--- config.mk ---
export PLATFORM = sky130hd
export DESIGN_NAME = round_sequencer
export DESIGN_NICKNAME = d
export VERILOG_FILES = /design/src/rtl/pong_pkg.sv /design/src/rtl/bcd_counter2.sv /design/src/rtl/round_sequencer.sv
export SDC_FILE = /design/constraint.sdc
export NUM_CORES = 1
export LEC_CHECK = 0
export BUFFER_PORTS_ARGS = -buffer_cell sky130_fd_sc_hd__buf_4
export CAP_MARGIN = 25
export CORE_MARGIN = 3
export CORE_UTILIZATION = 25
export DETAILED_ROUTE_END_ITERATION = 8
export SETUP_SLACK_MARGIN = 0.4
export SYNTH_ARGS = -nofsm -noshare
export SYNTH_HDL_FRONTEND = slang
export SYNTH_HIERARCHICAL = 1
export SYNTH_SLANG_ARGS = --single-unit
--- constraint.sdc ---
create_clock -name i_clk -period 2.3 [get_ports i_clk]
set_input_delay 0.46 -clock i_clk [delete_from_list [all_inputs] [get_ports i_clk]]
set_output_delay 0.46 -clock i_clk [all_outputs]
set_load 0.05 [all_outputs]
--- src/rtl/pong_pkg.sv ---
`default_nettype none
// ============================================================================
//  Module      : pong_pkg
//  Description : Shared definitions for the pong round sequencer.
//                - state_t  : round sequencer state encoding
//                - bcd_inc  : two-digit BCD increment (ones 9->0 carries tens)
//                - to_bcd2  : integer (0..99) to two-digit BCD constant
//  Revision    : 1.0 - initial release
// ============================================================================
package pong_pkg;

    typedef enum logic [2:0] {
        ST_IDLE       = 3'd0,
        ST_SERVE_WAIT = 3'd1,
        ST_PLAY       = 3'd2,
        ST_POINT      = 3'd3,
        ST_GAME_OVER  = 3'd4
    } state_t;

    localparam int FRAME_CNT_W = 8;

    // {tens, ones} + 1 in BCD; 99 wraps to 00 (never reached, scores stop
    // at the game limit).
    function automatic logic [7:0] bcd_inc(input logic [7:0] value);
        logic [7:0] result;
        result = value;
        if (value[3:0] == 4'd9) begin
            result[3:0] = 4'd0;
            result[7:4] = (value[7:4] == 4'd9) ? 4'd0 : value[7:4] + 4'd1;
        end else begin
            result[3:0] = value[3:0] + 4'd1;
        end
        return result;
    endfunction

    function automatic logic [7:0] to_bcd2(input int value);
        return {4'(value / 10), 4'(value % 10)};
    endfunction

endpackage
`default_nettype wire

--- src/rtl/bcd_counter2.sv ---
`default_nettype none
// ============================================================================
//  Module      : bcd_counter2
//  Description : Two-digit BCD counter with synchronous clear and increment.
//                Clear has priority over increment.
//  Ports       : clk   - clock, rising edge
//                rst_n - asynchronous active-low reset (count -> 00)
//                clr   - synchronous clear to 00
//                inc   - add one (BCD)
//                ones  - ones digit
//                tens  - tens digit
//  Revision    : 1.0 - initial release
// ============================================================================
module bcd_counter2
    import pong_pkg::*;
(
    input  logic       clk,
    input  logic       rst_n,
    input  logic       clr,
    input  logic       inc,
    output logic [3:0] ones,
    output logic [3:0] tens
);

    always_ff @(posedge clk or negedge rst_n) begin
        if (!rst_n) begin
            ones <= 4'd0;
            tens <= 4'd0;
        end else if (clr) begin
            ones <= 4'd0;
            tens <= 4'd0;
        end else if (inc) begin
            {tens, ones} <= bcd_inc({tens, ones});
        end
    end

endmodule
`default_nettype wire

--- src/rtl/round_sequencer.sv ---
`default_nettype none
// ============================================================================
//  Module      : round_sequencer
//  Description : Pong round/score sequencer. Waits for a start press, holds
//                the ball before each serve, enables play, books points in
//                BCD, holds after each point and declares a winner once a
//                player reaches GAME_LIMIT. All outputs are registered.
//  Ports       : i_clk, i_rst_n (async, active low)
//                i_start      - start/restart level (rising edge used)
//                i_pause      - freezes play and hold countdowns
//                i_frame_tick - one pulse per video frame
//                i_point_p1/2 - point pulses from ball physics (P1 priority)
//                o_ball_en    - ball physics may advance
//                o_ball_reset - one-cycle recentre pulse
//                o_serve_dir  - 0 toward P2, 1 toward P1
//                o_score_*    - BCD scores (d1 ones, d2 tens)
//                o_finish     - game over
//                o_winner     - 0 P1, 1 P2 (valid with o_finish)
//  Revision    : 1.0 - initial release
// ============================================================================
module round_sequencer
    import pong_pkg::*;
#(
    parameter int GAME_LIMIT   = 5,
    parameter int SERVE_FRAMES = 60,
    parameter int POINT_FRAMES = 30
) (
    input  logic       i_clk,
    input  logic       i_rst_n,
    input  logic       i_start,
    input  logic       i_pause,
    input  logic       i_frame_tick,
    input  logic       i_point_p1,
    input  logic       i_point_p2,
    output logic       o_ball_en,
    output logic       o_ball_reset,
    output logic       o_serve_dir,
    output logic [3:0] o_score_p1d1,
    output logic [3:0] o_score_p1d2,
    output logic [3:0] o_score_p2d1,
    output logic [3:0] o_score_p2d2,
    output logic       o_finish,
    output logic       o_winner
);

    // Terminal counter values: the transition fires on the tick that would
    // bring the count up to the frame total.
    localparam logic [FRAME_CNT_W-1:0] SERVE_LAST = FRAME_CNT_W'(SERVE_FRAMES - 1);
    localparam logic [FRAME_CNT_W-1:0] POINT_LAST = FRAME_CNT_W'(POINT_FRAMES - 1);
    localparam logic [7:0]             LIMIT_BCD  = to_bcd2(GAME_LIMIT);

    state_t                 state;
    state_t                 state_nxt;
    logic [FRAME_CNT_W-1:0] frame_cnt;
    logic [FRAME_CNT_W-1:0] frame_cnt_nxt;

    logic start_q;
    logic start_arm;
    logic start_evt;
    logic tick_ok;

    logic ball_en_nxt;
    logic ball_reset_nxt;
    logic serve_dir_nxt;
    logic finish_nxt;
    logic winner_nxt;

    logic clr_scores;
    logic inc_p1;
    logic inc_p2;

    logic [3:0] p1_ones;
    logic [3:0] p1_tens;
    logic [3:0] p2_ones;
    logic [3:0] p2_tens;
    logic       p1_at_limit;
    logic       p2_at_limit;

    // start_arm stays low for the first clock after reset so that a button
    // already held through reset only primes the history bit instead of
    // being taken as a fresh press.
    assign start_evt   = start_arm & i_start & ~start_q;
    assign tick_ok     = i_frame_tick & ~i_pause;
    assign p1_at_limit = ({p1_tens, p1_ones} == LIMIT_BCD);
    assign p2_at_limit = ({p2_tens, p2_ones} == LIMIT_BCD);

    // ------------------------------------------------------------------
    // State and output registers
    // ------------------------------------------------------------------
    always_ff @(posedge i_clk or negedge i_rst_n) begin
        if (!i_rst_n) begin
            state        <= ST_IDLE;
            frame_cnt    <= '0;
            start_q      <= 1'b0;
            start_arm    <= 1'b0;
            o_ball_en    <= 1'b0;
            o_ball_reset <= 1'b0;
            o_serve_dir  <= 1'b0;
            o_finish     <= 1'b0;
            o_winner     <= 1'b0;
        end else begin
            state        <= state_nxt;
            frame_cnt    <= frame_cnt_nxt;
            start_q      <= i_start;
            start_arm    <= 1'b1;
            o_ball_en    <= ball_en_nxt;
            o_ball_reset <= ball_reset_nxt;
            o_serve_dir  <= serve_dir_nxt;
            o_finish     <= finish_nxt;
            o_winner     <= winner_nxt;
        end
    end

    // ------------------------------------------------------------------
    // Next-state and next-output logic
    // ------------------------------------------------------------------
    always_comb begin
        state_nxt      = state;
        frame_cnt_nxt  = frame_cnt;
        ball_reset_nxt = 1'b0;
        serve_dir_nxt  = o_serve_dir;
        finish_nxt     = o_finish;
        winner_nxt     = o_winner;
        clr_scores     = 1'b0;
        inc_p1         = 1'b0;
        inc_p2         = 1'b0;

        case (state)
            ST_IDLE, ST_GAME_OVER: begin
                if (start_evt) begin
                    state_nxt      = ST_SERVE_WAIT;
                    frame_cnt_nxt  = '0;
                    clr_scores     = 1'b1;
                    serve_dir_nxt  = 1'b0;
                    ball_reset_nxt = 1'b1;
                    finish_nxt     = 1'b0;
                    winner_nxt     = 1'b0;
                end
            end

            ST_SERVE_WAIT: begin
                if (tick_ok) begin
                    if (frame_cnt == SERVE_LAST) begin
                        state_nxt     = ST_PLAY;
                        frame_cnt_nxt = '0;
                    end else begin
                        frame_cnt_nxt = frame_cnt + 1'b1;
                    end
                end
            end

            ST_PLAY: begin
                // P1 is checked first so a simultaneous pair credits P1 only.
                if (i_point_p1) begin
                    inc_p1        = 1'b1;
                    serve_dir_nxt = 1'b0;
                    state_nxt     = ST_POINT;
                    frame_cnt_nxt = '0;
                end else if (i_point_p2) begin
                    inc_p2        = 1'b1;
                    serve_dir_nxt = 1'b1;
                    state_nxt     = ST_POINT;
                    frame_cnt_nxt = '0;
                end
            end

            ST_POINT: begin
                if (tick_ok) begin
                    if (frame_cnt == POINT_LAST) begin
                        frame_cnt_nxt = '0;
                        if (p1_at_limit || p2_at_limit) begin
                            state_nxt  = ST_GAME_OVER;
                            finish_nxt = 1'b1;
                            winner_nxt = p2_at_limit;
                        end else begin
                            state_nxt      = ST_SERVE_WAIT;
                            ball_reset_nxt = 1'b1;
                        end
                    end else begin
                        frame_cnt_nxt = frame_cnt + 1'b1;
                    end
                end
            end

            default: begin
                state_nxt     = ST_IDLE;
                frame_cnt_nxt = '0;
            end
        endcase

        // Ball runs only while the next state is PLAY and not paused.
        ball_en_nxt = (state_nxt == ST_PLAY) && !i_pause;
    end

    // ------------------------------------------------------------------
    // Per-player BCD scores
    // ------------------------------------------------------------------
    bcd_counter2 u_score_p1 (
        .clk   (i_clk),
        .rst_n (i_rst_n),
        .clr   (clr_scores),
        .inc   (inc_p1),
        .ones  (p1_ones),
        .tens  (p1_tens)
    );

    bcd_counter2 u_score_p2 (
        .clk   (i_clk),
        .rst_n (i_rst_n),
        .clr   (clr_scores),
        .inc   (inc_p2),
        .ones  (p2_ones),
        .tens  (p2_tens)
    );

    assign o_score_p1d1 = p1_ones;
    assign o_score_p1d2 = p1_tens;
    assign o_score_p2d1 = p2_ones;
    assign o_score_p2d2 = p2_tens;

endmodule
`default_nettype wire

==> metrics.md <==
| Metric | Value |
|---|---|
| Outcome | complete, no violations |
| Final Wtd Congestion | 0.786 |
| Dominant cell type by area after synthesis | dfrtp_1 |
| PwrDens | 816 nW/um2 |
| Total wire length | 4800 um |
| Fin crit share | 0.812 |
| Critical path capture point type | register |
| Initial antenna violation count | 0 |
| Layout cells sized above 1 | 0.341 |
| Startpoint types | register |
| CTS HTree Levels | 2 |
| CTS root buf | clkbuf_8 |
| Mapped Cells | 203 |
| Longest Clk Path Bufs | 2 |
| Final setup margin | 0.432 ns |
| Largest net degree at the start of global routing | 35 |
| Reg-to-reg slack, setup | 0.43 ns |
| Mapped Nets | 220 |
| Later-pin clock latency in the skew report | 0.29 ns |
| Total congestion overflow | 0 |
| Clock slew at the register clock pins of the worst setup and hold paths | 0.07 ns |
| Reg area | around 860 um2 |
| Setup Viol. Count Final | 0 |
| CP endpoint | o_winner$_DFFE_PN0P_ |
| Max Clock Skew | ~0.007 ns |
| Pleak | 0.00120 uW |
| Antenna viol nets, final | 0 |
| Fmax | 535 MHz |
| Area added between synthesis and finish | 30.8% |
| Sequential fraction of the synthesis area | 0.425 |
| Gr usage total | 0.107 |
| Post-Syn Area | 2000 um2 |
| Nets | 271 |
| Final hold violations | 0 |
| Num Clock Sinks | 34 |
| Commonest non-fill, non-tap cell in the layout | buf_4 |
| Launch point of the worst path | u_score_p2/ones[1]$_DFFE_PN0P_ |
| Post-route DRC | 0 |
| Arr. time, crit path | 2.05 ns |
| Mean Syn Cell Area | between 9 and 10 um2 |
| Die W | 95.5 um |
| Sum Neg Setup Slack | 0 ns |
| Worst EP required | 2.48 ns |
| HPWL Detailed | 3240 um |
| Reg2reg end | o_winner$_DFFE_PN0P_ |
| IO Port Bufs | 27 |
| FILL cells | 801 |
| Most used DFF post-synth | dfrtp_1 |
| Post-synth EDFFs | 0 |
| Critical path class | register to register |
| Core box area | 7770 um2 |
| Starting Density | 0.258 |
| Post-layout util | 0.337 |
| CTS Buf Count | 5 |
| Async S/R FF share, synth | 1.00 |
| Overall power | 2140 uW |
| Row cnt | 32 |
| Post-DR vias/cell | 4.78 |
| Netlist cell types | 53 |
| RSZ-0062 raised after global routing | yes |
| Worst slack, placed | 0.390 ns |
| Top cells by area, synth | dfrtp_1 42%, ha_1 6.2%, nand3b_1 3.7% |
| WL per Instance | between 10 and 15 um |
| Die area | 9120 um2 |
| Synthesis Warnings | 6 |
| Worst Hold Class | input pin to asynchronous set/reset pin |
| CTS hold repair buffers | 0 |
| Flops & latches, synth | 34 |
| Diode count | 0 |
| CP max FO | 5 |
| Initial drt markers | 71 |
| IO Pins | 28 |
| VDD IR max | 0.219 mV |
| First-pass GRT wire length | ~7600 um |
| CTS tree | yes |
| Max Cap Viol | 0 |
| Detailed Routing Iterations Pass 1 | 4 |
| Final min period | 1.87 ns |
| DR vias | approximately 1,700 |
| Most frequent cells in the layout | 49 x buf_4, 24 x dfrtp_1, 14 x nand2_1 |
| Number of global-route vias before repair | ~1,500 |
| R2R Path Start | u_score_p2/ones[1]$_DFFE_PN0P_ |
| Final Max Slew Viols | 0 |
| Multi-input logic area | 1090 um2 |
| Worst reg-to-reg path cell count | 5 |
| Chip Height | 95.5 um |
| Post-synth top area share | 0.425 |
[layout make-up]
type	count	area share
repair buffers	49	0.140
clock buffers	8	0.0420
inverters	14	0.0215
well taps	102	0.0487
flip-flops and latches	34	0.330
multi-input cells	150	0.418
[registers in the layout, indices dropped and copies added, names as in the netlist, 3 cells and up]
register and cells:
frame_cnt 8, state 3, u_score_p1/ones 4, u_score_p1/tens 4, u_score_p2/ones 4, u_score_p2/tens 4
[stage by stage]
| stage | instance area, um2 | instances | hold WS, ns |
|---|---|---|---|
| floorplan | 2010 | 203 | 0.164 |
| global placement | 2360 | 333 | 0.444 |
| detailed placement | 2360 | 333 | 0.439 |
| CTS | 2470 | 341 | 0.121 |
| global route | 2620 | 357 | 0.125 |
| finish | 2620 | 357 | 0.107 |
[cell families after synthesis]
group | count (synthesis) | share of synthesized area
other | 1 | 0.00187
DFF | 34 | 0.425
and+or+nand+nor | 83 | 0.271
xor gates and xnor gates | 2 | 0.00875
AOI/OAI and AO/OA | 50 | 0.168
buffers and inverters | 19 | 0.0412
adders and majority gates | 10 | 0.0625
muxes | 4 | 0.0219
[synth_stat cells (all sizes together) (3+ instances only)]
cell,count
nor4,5
a21oi,12
and2,5
nand2,14
buf,5
ha,10
nand3b,10
inv,14
o22ai,3
nor3b,3
and4b,4
nand2b,9
mux2,3
a31o,3
nand3,7
dfrtp,34
nor2,11
o21ai,14
nor3,3
[layer usage]
layer / wire length, um / GRT usage / up-vias
li1: - / - / 839
met1: 2260 / 0.149 / 825
met2: 2240 / 0.157 / 35
met3: 244 / 0.0371 / 6
met4: 55 / 0.0320 / 0
met5: 0 / 0 / -
[how the worst min path moves through the flow]
stage / start / slack (ns) / cells after the start / to
5_1_grt: i_rst_n / 0.13 / 1 / frame_cnt[5]$_DFFE_PN0P_
4_1_cts: i_rst_n / 0.12 / 1 / o_ball_reset$_DFF_PN0_
3_3_place_gp: i_rst_n / 0.44 / 1 / frame_cnt[4]$_DFFE_PN0P_
6_report: i_rst_n / 0.11 / 1 / frame_cnt[5]$_DFFE_PN0P_
3_5_place_dp: i_rst_n / 0.44 / 1 / frame_cnt[4]$_DFFE_PN0P_
2_1_floorplan: i_rst_n / 0.16 / 0 / frame_cnt[0]$_DFFE_PN0P_
[report_power, final]
| group | total, uW | internal (uW) | leakage (uW) | switching (uW) |
|---|---|---|---|---|
| Clock | 536 | 303 | 0.0000575 | 233 |
| Combinational | 734 | 287 | 0.000711 | 447 |
| Sequential | 869 | 712 | 0.000430 | 157 |
| Total | 2140 | 1300 | 0.00120 | 837 |
[timing repair]
action                     in CTS  in global routing
pin swaps                       0                  4
resized for setup               1                  9
setup buffers                   0                 16
setup endpoints to repair       4                 15
hold endpoints to repair        0                  0
[worst max-delay path, cell delays in order (launching register included)]
cell and delay (ns):
dfrtp_2 0.43, or4bb_4 0.56, nor2_4 0.11, a21oi_2 0.07, nor3_4 0.24, mux2_1 0.34
Note: power is estimated with default switching activity, not from simulation.
